### src/rtl/reg_file_param.sv
`default_nettype none
// ============================================================================
// reg_file_param : parametrised register file, top index is the PC
// Rev 1.0
// ============================================================================
module reg_file_param #(
  parameter int WIDTH     = 32,
  parameter int NREGS     = 16,
  parameter int AW        = 4,
  parameter int NRD       = 3,
  parameter int BYPASS    = 1,
  parameter int PC_STEP   = 4,
  parameter int PC_RD_OFS = 8
) (
  input  logic                 Clk,
  input  logic                 Reset_n,
  input  logic                 We,
  input  logic [AW-1:0]        Wa,
  input  logic [WIDTH-1:0]     Wd,
  input  logic [NRD*AW-1:0]    Ra,
  output logic [NRD*WIDTH-1:0] Rd,
  input  logic                 Pc_ld,
  input  logic [WIDTH-1:0]     Pc_in,
  input  logic                 Pc_inc,
  output logic [WIDTH-1:0]     Pc_out
);

  localparam logic [AW-1:0]    c_pc_idx  = AW'(NREGS - 1);
  localparam logic [WIDTH-1:0] c_pc_step = WIDTH'(PC_STEP);
  localparam logic [WIDTH-1:0] c_rd_ofs  = WIDTH'(PC_RD_OFS);
  localparam int               c_ngen    = NREGS - 1;

  logic [WIDTH-1:0] regs_q [c_ngen];
  logic [WIDTH-1:0] regs_d [c_ngen];
  logic [WIDTH-1:0] pc_q;
  logic [WIDTH-1:0] pc_d;
  logic             w_wr_pc;

  assign w_wr_pc = We && (Wa == c_pc_idx);

  // Out-of-range write addresses match no general register and not the PC.
  always_comb begin
    for (int i = 0; i < c_ngen; i++) begin
      regs_d[i] = (We && (Wa == AW'(i))) ? Wd : regs_q[i];
    end
  end

  always_comb begin
    pc_d = pc_q;
    if (Pc_ld) begin
      pc_d = Pc_in;
    end else if (w_wr_pc) begin
      pc_d = Wd;
    end else if (Pc_inc) begin
      pc_d = pc_q + c_pc_step;
    end
  end

  always_ff @(posedge Clk or negedge Reset_n) begin
    if (!Reset_n) begin
      for (int i = 0; i < c_ngen; i++) begin
        regs_q[i] <= '0;
      end
      pc_q <= '0;
    end else begin
      for (int i = 0; i < c_ngen; i++) begin
        regs_q[i] <= regs_d[i];
      end
      pc_q <= pc_d;
    end
  end

  assign Pc_out = pc_q;

  for (genvar k = 0; k < NRD; k++) begin : g_rd
    logic [AW-1:0]    w_ra;
    logic [WIDTH-1:0] w_stored;
    logic [WIDTH-1:0] w_rd;
    logic             w_hit;

    assign w_ra  = Ra[k*AW +: AW];
    assign w_hit = (BYPASS != 0) && We && (Wa == w_ra) && (w_ra <= c_pc_idx);

    always_comb begin
      w_stored = '0;
      for (int i = 0; i < c_ngen; i++) begin
        if (w_ra == AW'(i)) begin
          w_stored = regs_q[i];
        end
      end
      if (w_ra == c_pc_idx) begin
        w_stored = pc_q + c_rd_ofs;
      end
    end

    // A bypassed PC write shows the written value, not a same-cycle branch.
    always_comb begin
      w_rd = w_stored;
      if (w_hit) begin
        w_rd = (w_ra == c_pc_idx) ? (Wd + c_rd_ofs) : Wd;
      end
    end

    assign Rd[k*WIDTH +: WIDTH] = w_rd;
  end

endmodule
`default_nettype wire
### config.mk
export PLATFORM = sky130hd
export DESIGN_NAME = reg_file_param
export DESIGN_NICKNAME = d
export VERILOG_FILES = /design/src/rtl/reg_file_param.sv
export SDC_FILE = /design/constraint.sdc
export NUM_CORES = 1
export LEC_CHECK = 0
export CORE_UTILIZATION = 60
export CTS_BUF_LIST = sky130_fd_sc_hd__clkbuf_4
export CTS_CLUSTER_DIAMETER = 30
export DETAILED_ROUTE_END_ITERATION = 7
export PLACE_DENSITY = 0.8
export SYNTH_ARGS = -nofsm -noshare
export SYNTH_HDL_FRONTEND = slang
export SYNTH_SLANG_ARGS = --single-unit
### constraint.sdc
create_clock -name Clk -period 2.9 [get_ports Clk]
set_input_delay 0.435 -clock Clk [delete_from_list [all_inputs] [get_ports Clk]]
set_output_delay 0.435 -clock Clk [all_outputs]
set_load 0.05 [all_outputs]
==> results of run 1 <==
[metrics by stage]
stage          worst slack [ps]  hold slack [ps]  area, µm²  setup TNS [ps]
3_5_place_dp              -1060              361      48900          -67280
3_3_place_gp               -902              354      48900          -53730
2_1_floorplan              -463              139      38700           -1760
4_1_cts                   -1020             1.67      53900          -69650
[synth_stat cells (50+ instances only)]
master / count / area [µm²]
nor3_1: 50 / 250
a211oi_1: 57 / 428
a21oi_1: 273 / 1370
mux2_2: 510 / 5740
o22ai_1: 103 / 644
xnor2_1: 78 / 683
nor2_1: 302 / 1130
xor2_1: 60 / 526
mux4_2: 63 / 1420
dfrtp_1: 512 / 12800
buf_2: 113 / 566
nand2_1: 252 / 946
clkbuf_1: 259 / 972
o211ai_1: 58 / 435
a221oi_1: 66 / 578
a22oi_1: 77 / 578
o221ai_1: 60 / 526
o21ai_0: 296 / 1480
mux2i_1: 147 / 1470
nand3_1: 74 / 370
[cell families after synthesis]
logic type / synth area share, %
multiplexers: 22.9
AO/OA/AOI/OAI: 22.6
buffers and inverters: 5.38
AND/OR/NAND/NOR: 11.8
adder cells (fa/ha/maj): 0.0997
XOR/XNOR: 3.21
flip-flops: 34.0
[per-layer routing]
layer  GRT usage, %  overflow
met1           83.4         3
met2           93.8        50
met3           67.3         5
met4           76.8        45
met5           39.0         2
[repair_timing]
action	in CTS
pin swaps	201
gates cloned	0
hold endpoints to repair	540
setup buffers	88
setup endpoints to repair	105
gates resized for setup	438
hold buffers	22
==> metrics.txt, run 1 <==
first error=[ERROR GRT-0116] Global routing finished with congestion. Check the congestion regions in the DRC Viewer.; GR Overflow Total=105; via count of the first global-routing pass=between 50000 and 60000; count of cell types in the netlist=between 90 and 100; first-pass GRT wire length=around 380000 µm; largest net degree at the start of global routing=between 100 and 150; syn_nets=~4100; clk sink count=around 510; status=did not finish; synthesized cell area=around 38000 µm²; HPWL Detailed=between 150000 and 200000 µm; Clock Path Buffers=3; gr usage total=between 80% and 90%; flops & latches, synth=about 500; ys async rst share=100%; Post-Place Cells=~5600; sequential fraction of the synthesis area=between 30% and 40%; CTS root buf=clkbuf_4; Mapped Avg Cell Area=a little over 9 µm²; Std-Cell Rows=about 90; # IOs=between 200 and 250; CTS Buf Count=~150; RD Place Congestion=1.21; Starting Density=60.9%; I/O Buffers=212; Post-synth EDFFs=0; Exit stage=5_1_grt; H-tree levels=4; Die Span Y=about 250 µm; Die W=between 200 and 300 µm; Main synth FF type=dfrtp_1; cell count after synthesis=between 4000 and 5000; Yosys warnings=0
==> run 2: changes to the inputs <==
- CORE_UTILIZATION: 60 -> 40
- CTS_BUF_LIST: sky130_fd_sc_hd__clkbuf_4 -> default
- CTS_CLUSTER_DIAMETER: 30 -> default
- PLACE_DENSITY: 0.8 -> default
- PLACE_DENSITY_LB_ADDON: default -> 0.15
==> run 2 against run 1 <==
  * The flow now finishes, with violations (negative setup slack)
  * Synthesized cell count unchanged
  * Area after synthesis unchanged
==> metrics.txt, run 2 <==
Setup WS pre-CTS=-1170 ps; cell count after synthesis=slightly above 4000; cell taking the most area after synthesis=dfrtp_1; slew margin rel.=34.3%; minimum clock period=around 3600 ps; Final Non-Filler Cells=about 6400; vias=~43000; Cell Int Power=20.5 mW; RSZ-0062 raised after global routing=true; type of the worst min-delay path=in -> async; Post-Place Cells=around 6100; Final Worst Setup Slack=-650 ps; count of cell types in the netlist=between 90 and 100; sequential fraction of the synthesis area=34.0%; combinational share of power=about 40%; Die ar.=between 90000 and 100000 µm²; Reg-to-Reg Start=Pc_out[3]; FF-to-FF path depth=8; flops & latches, synth=~510; most common cell after layout, fill and taps aside=buf_4; NumNets Final=between 5000 and 6000; H-tree levels=3; Routed WL=238000 µm; power share of the sequential group=between 30% and 40%; arrival time at the worst endpoint=3120 ps; TritonRoute pass-1 iters=8; CTS Buf Count=67; Main synth FF type=dfrtp_1; core area=between 90000 and 100000 µm²; Largest Register=regs_q; first-pass GRT wire length=~330000 µm; max FFs per register=between 400 and 500; Post-synth EDFFs=0; Worst-Skew Late Latency=between 600 and 700 ps; Final Setup Violations=88; I/O Buffers=between 200 and 250; # IOs=~210; Critical Setup Path Class=reg -> out; fin. max-slew vios=0; Starting Density=between 40% and 50%; Clock Path Buffers=3; MaxCap Viol Count=0; RD Place Congestion=between 1 and 1.5; most frequent cell after synthesis=dfrtp_1; CTS root buf=clkbuf_16; synthesized cell area=37700 µm²; Yosys warnings=0; Reg clk slew, reported paths=roughly 60 ps; clk_skew=between 20 and 25 ps; critical path capture point type=primary output; gr usage total=approximately half; layout cells sized above 1=around 49%; Hold Fails Final Rpt=0; initial antenna violation count=4; Die Span Y=~300 µm; largest net degree at the start of global routing=94; Peak VDD IR=between 0.5 and 0.6 mV; via count of the first global-routing pass=between 40000 and 50000; Synth top area share=34.0%; Leak=~24 nW; ys async rst share=between 90% and 100%; Fmax=roughly 280 MHz; status=finished with violations; R2R Setup Slk=430 ps; Switching Power=around 13 mW; largest cells by area after synthesis=dfrtp_1 34%, mux2_2 15%, o21ai_0 3.9%; Reg2Reg Capture Point=Pc_out[16]; CTS tree=built; HPWL Detailed=between 150000 and 200000 µm; detail-routed via count per cell=approximately 6.7; clk sink count=a little over 500; 1st-iter DRT viols=6882; Sw Ratio=about 39%; Routed wire per std cell=between 30 and 40 µm; period utilization=122%; most frequent cells in the layout=973 x buf_4, 508 x mux2_2, 481 x dfrtp_1; GR Overflow Total=0; PD cells=about 580 nW/µm²; Req. time, crit path=between 2000 and 2500 ps; Least-Margin Pin Slew=approximately 980 ps; Die W=just over 300 µm; Std-Cell Rows=~110; synthesis-to-layout area growth=54.2%; syn_nets=approximately 4100; clock power share=27.3%; Mapped Avg Cell Area=9.30 µm²; DRT antenna net count=0; top cell types by occurrence after synthesis=512 x dfrtp_1, 510 x mux2_2, 302 x nor2_1; Max FO, Critical Path=4; drc violations=0; Startpoint Class=register; failing checks=negative setup slack
## run 2: stage by stage
step / hold slack [ps] / TNS (ps) / utilization, % / instance area (µm²) / power, mW
after floorplan: 139 / -1760 / - / 38700 / 16.4
after detailed placement: 396 / -78450 / 53.6 / 50100 / 22.3
final: 283 / -31870 / 62.2 / 58100 / 33.5
after CTS: 276 / -34660 / 60.6 / 56600 / 32.4
after global routing: 332 / -35120 / 62.2 / 58100 / 34.3
after global placement: 391 / -80430 / 53.6 / 50100 / 22.2
## run 2: what timing repair did
| action | in CTS | in global routing |
|---|---|---|
| hold buffers | 1 | 0 |
| cloned | 16 | 2 |
| buffers inserted | 135 | 55 |
| gates resized for setup | 625 | 214 |
| pin swaps | 204 | 145 |
| hold endpoints to repair | 37 | 0 |
| endpoints found under the setup margin | 96 | 96 |
## run 2: power by group through the flow
stage               sequential, mW  clock, mW  combinational, mW
floorplan                     10.3          0               6.14
global placement              10.8          0               11.3
detailed placement            10.9          0               11.4
CTS                           10.7       9.16               12.5
global route                  11.1       9.42               13.8
finish                        11.0       9.15               13.4
## run 2: cells by family (layout without fill, tap and decap cells)
group | Yosys count | after routing | share of synthesized area, %
other | 0 | 6 | 0
flip-flops | 512 | 512 | 34.0
buffers and inverters | 474 | 1600 | 5.38
XOR/XNOR | 138 | 138 | 3.21
adder cells (fa/ha/maj) | 3 | 3 | 0.0997
AO/OA/AOI/OAI | 1280 | 1280 | 22.6
multiplexers | 720 | 720 | 22.9
AND/OR/NAND/NOR | 923 | 923 | 11.8
## run 2: worst max-delay path by stage
stage | from | slack, ps | endpoint
after detailed placement | Wa[1] | -1170 | Rd[37]
final | Pc_out[3] | -650 | Rd[80]
after global routing | Pc_out[3] | -650 | Rd[85]
after floorplan | Ra[7] | -460 | Rd[45]
after global placement | Wa[1] | -1200 | Rd[75]
after CTS | Pc_out[3] | -630 | Rd[19]
## run 2: cell type report
type	instances	area [µm²]
Clock buffer	96	1960
Antenna cell	6	15.0
Fill cell	7905	35200
Clock inverter	23	367
Tap cell	1254	1570
Inverter	40	154
Sequential cell	512	12900
Timing Repair Buffer	1441	14600
Multi-Input combinational cell	3064	26500
## run 2: worst max-delay path: stages, from the launching register on
cell     delay (ps)
dfrtp_4         450
buf_6           120
nand3_4          70
or4_4           580
buf_6           170
nor2_4          120
xnor2_4         100
buf_6           150
a22oi_2         190
o31a_1          290
buf_6           190
## run 2: metal layers
| layer | part of all wire, % | track usage [%] | wire length [µm] |
|---|---|---|---|
| met5 | 0.044 | 0 | 105 |
| met4 | 6.9 | 28.2 | 16300 |
| met2 | 40 | 68.1 | 95700 |
| met1 | 39 | 64.8 | 92600 |
| met3 | 14 | 17.9 | 33700 |
Note: power is estimated with default switching activity, not from simulation.
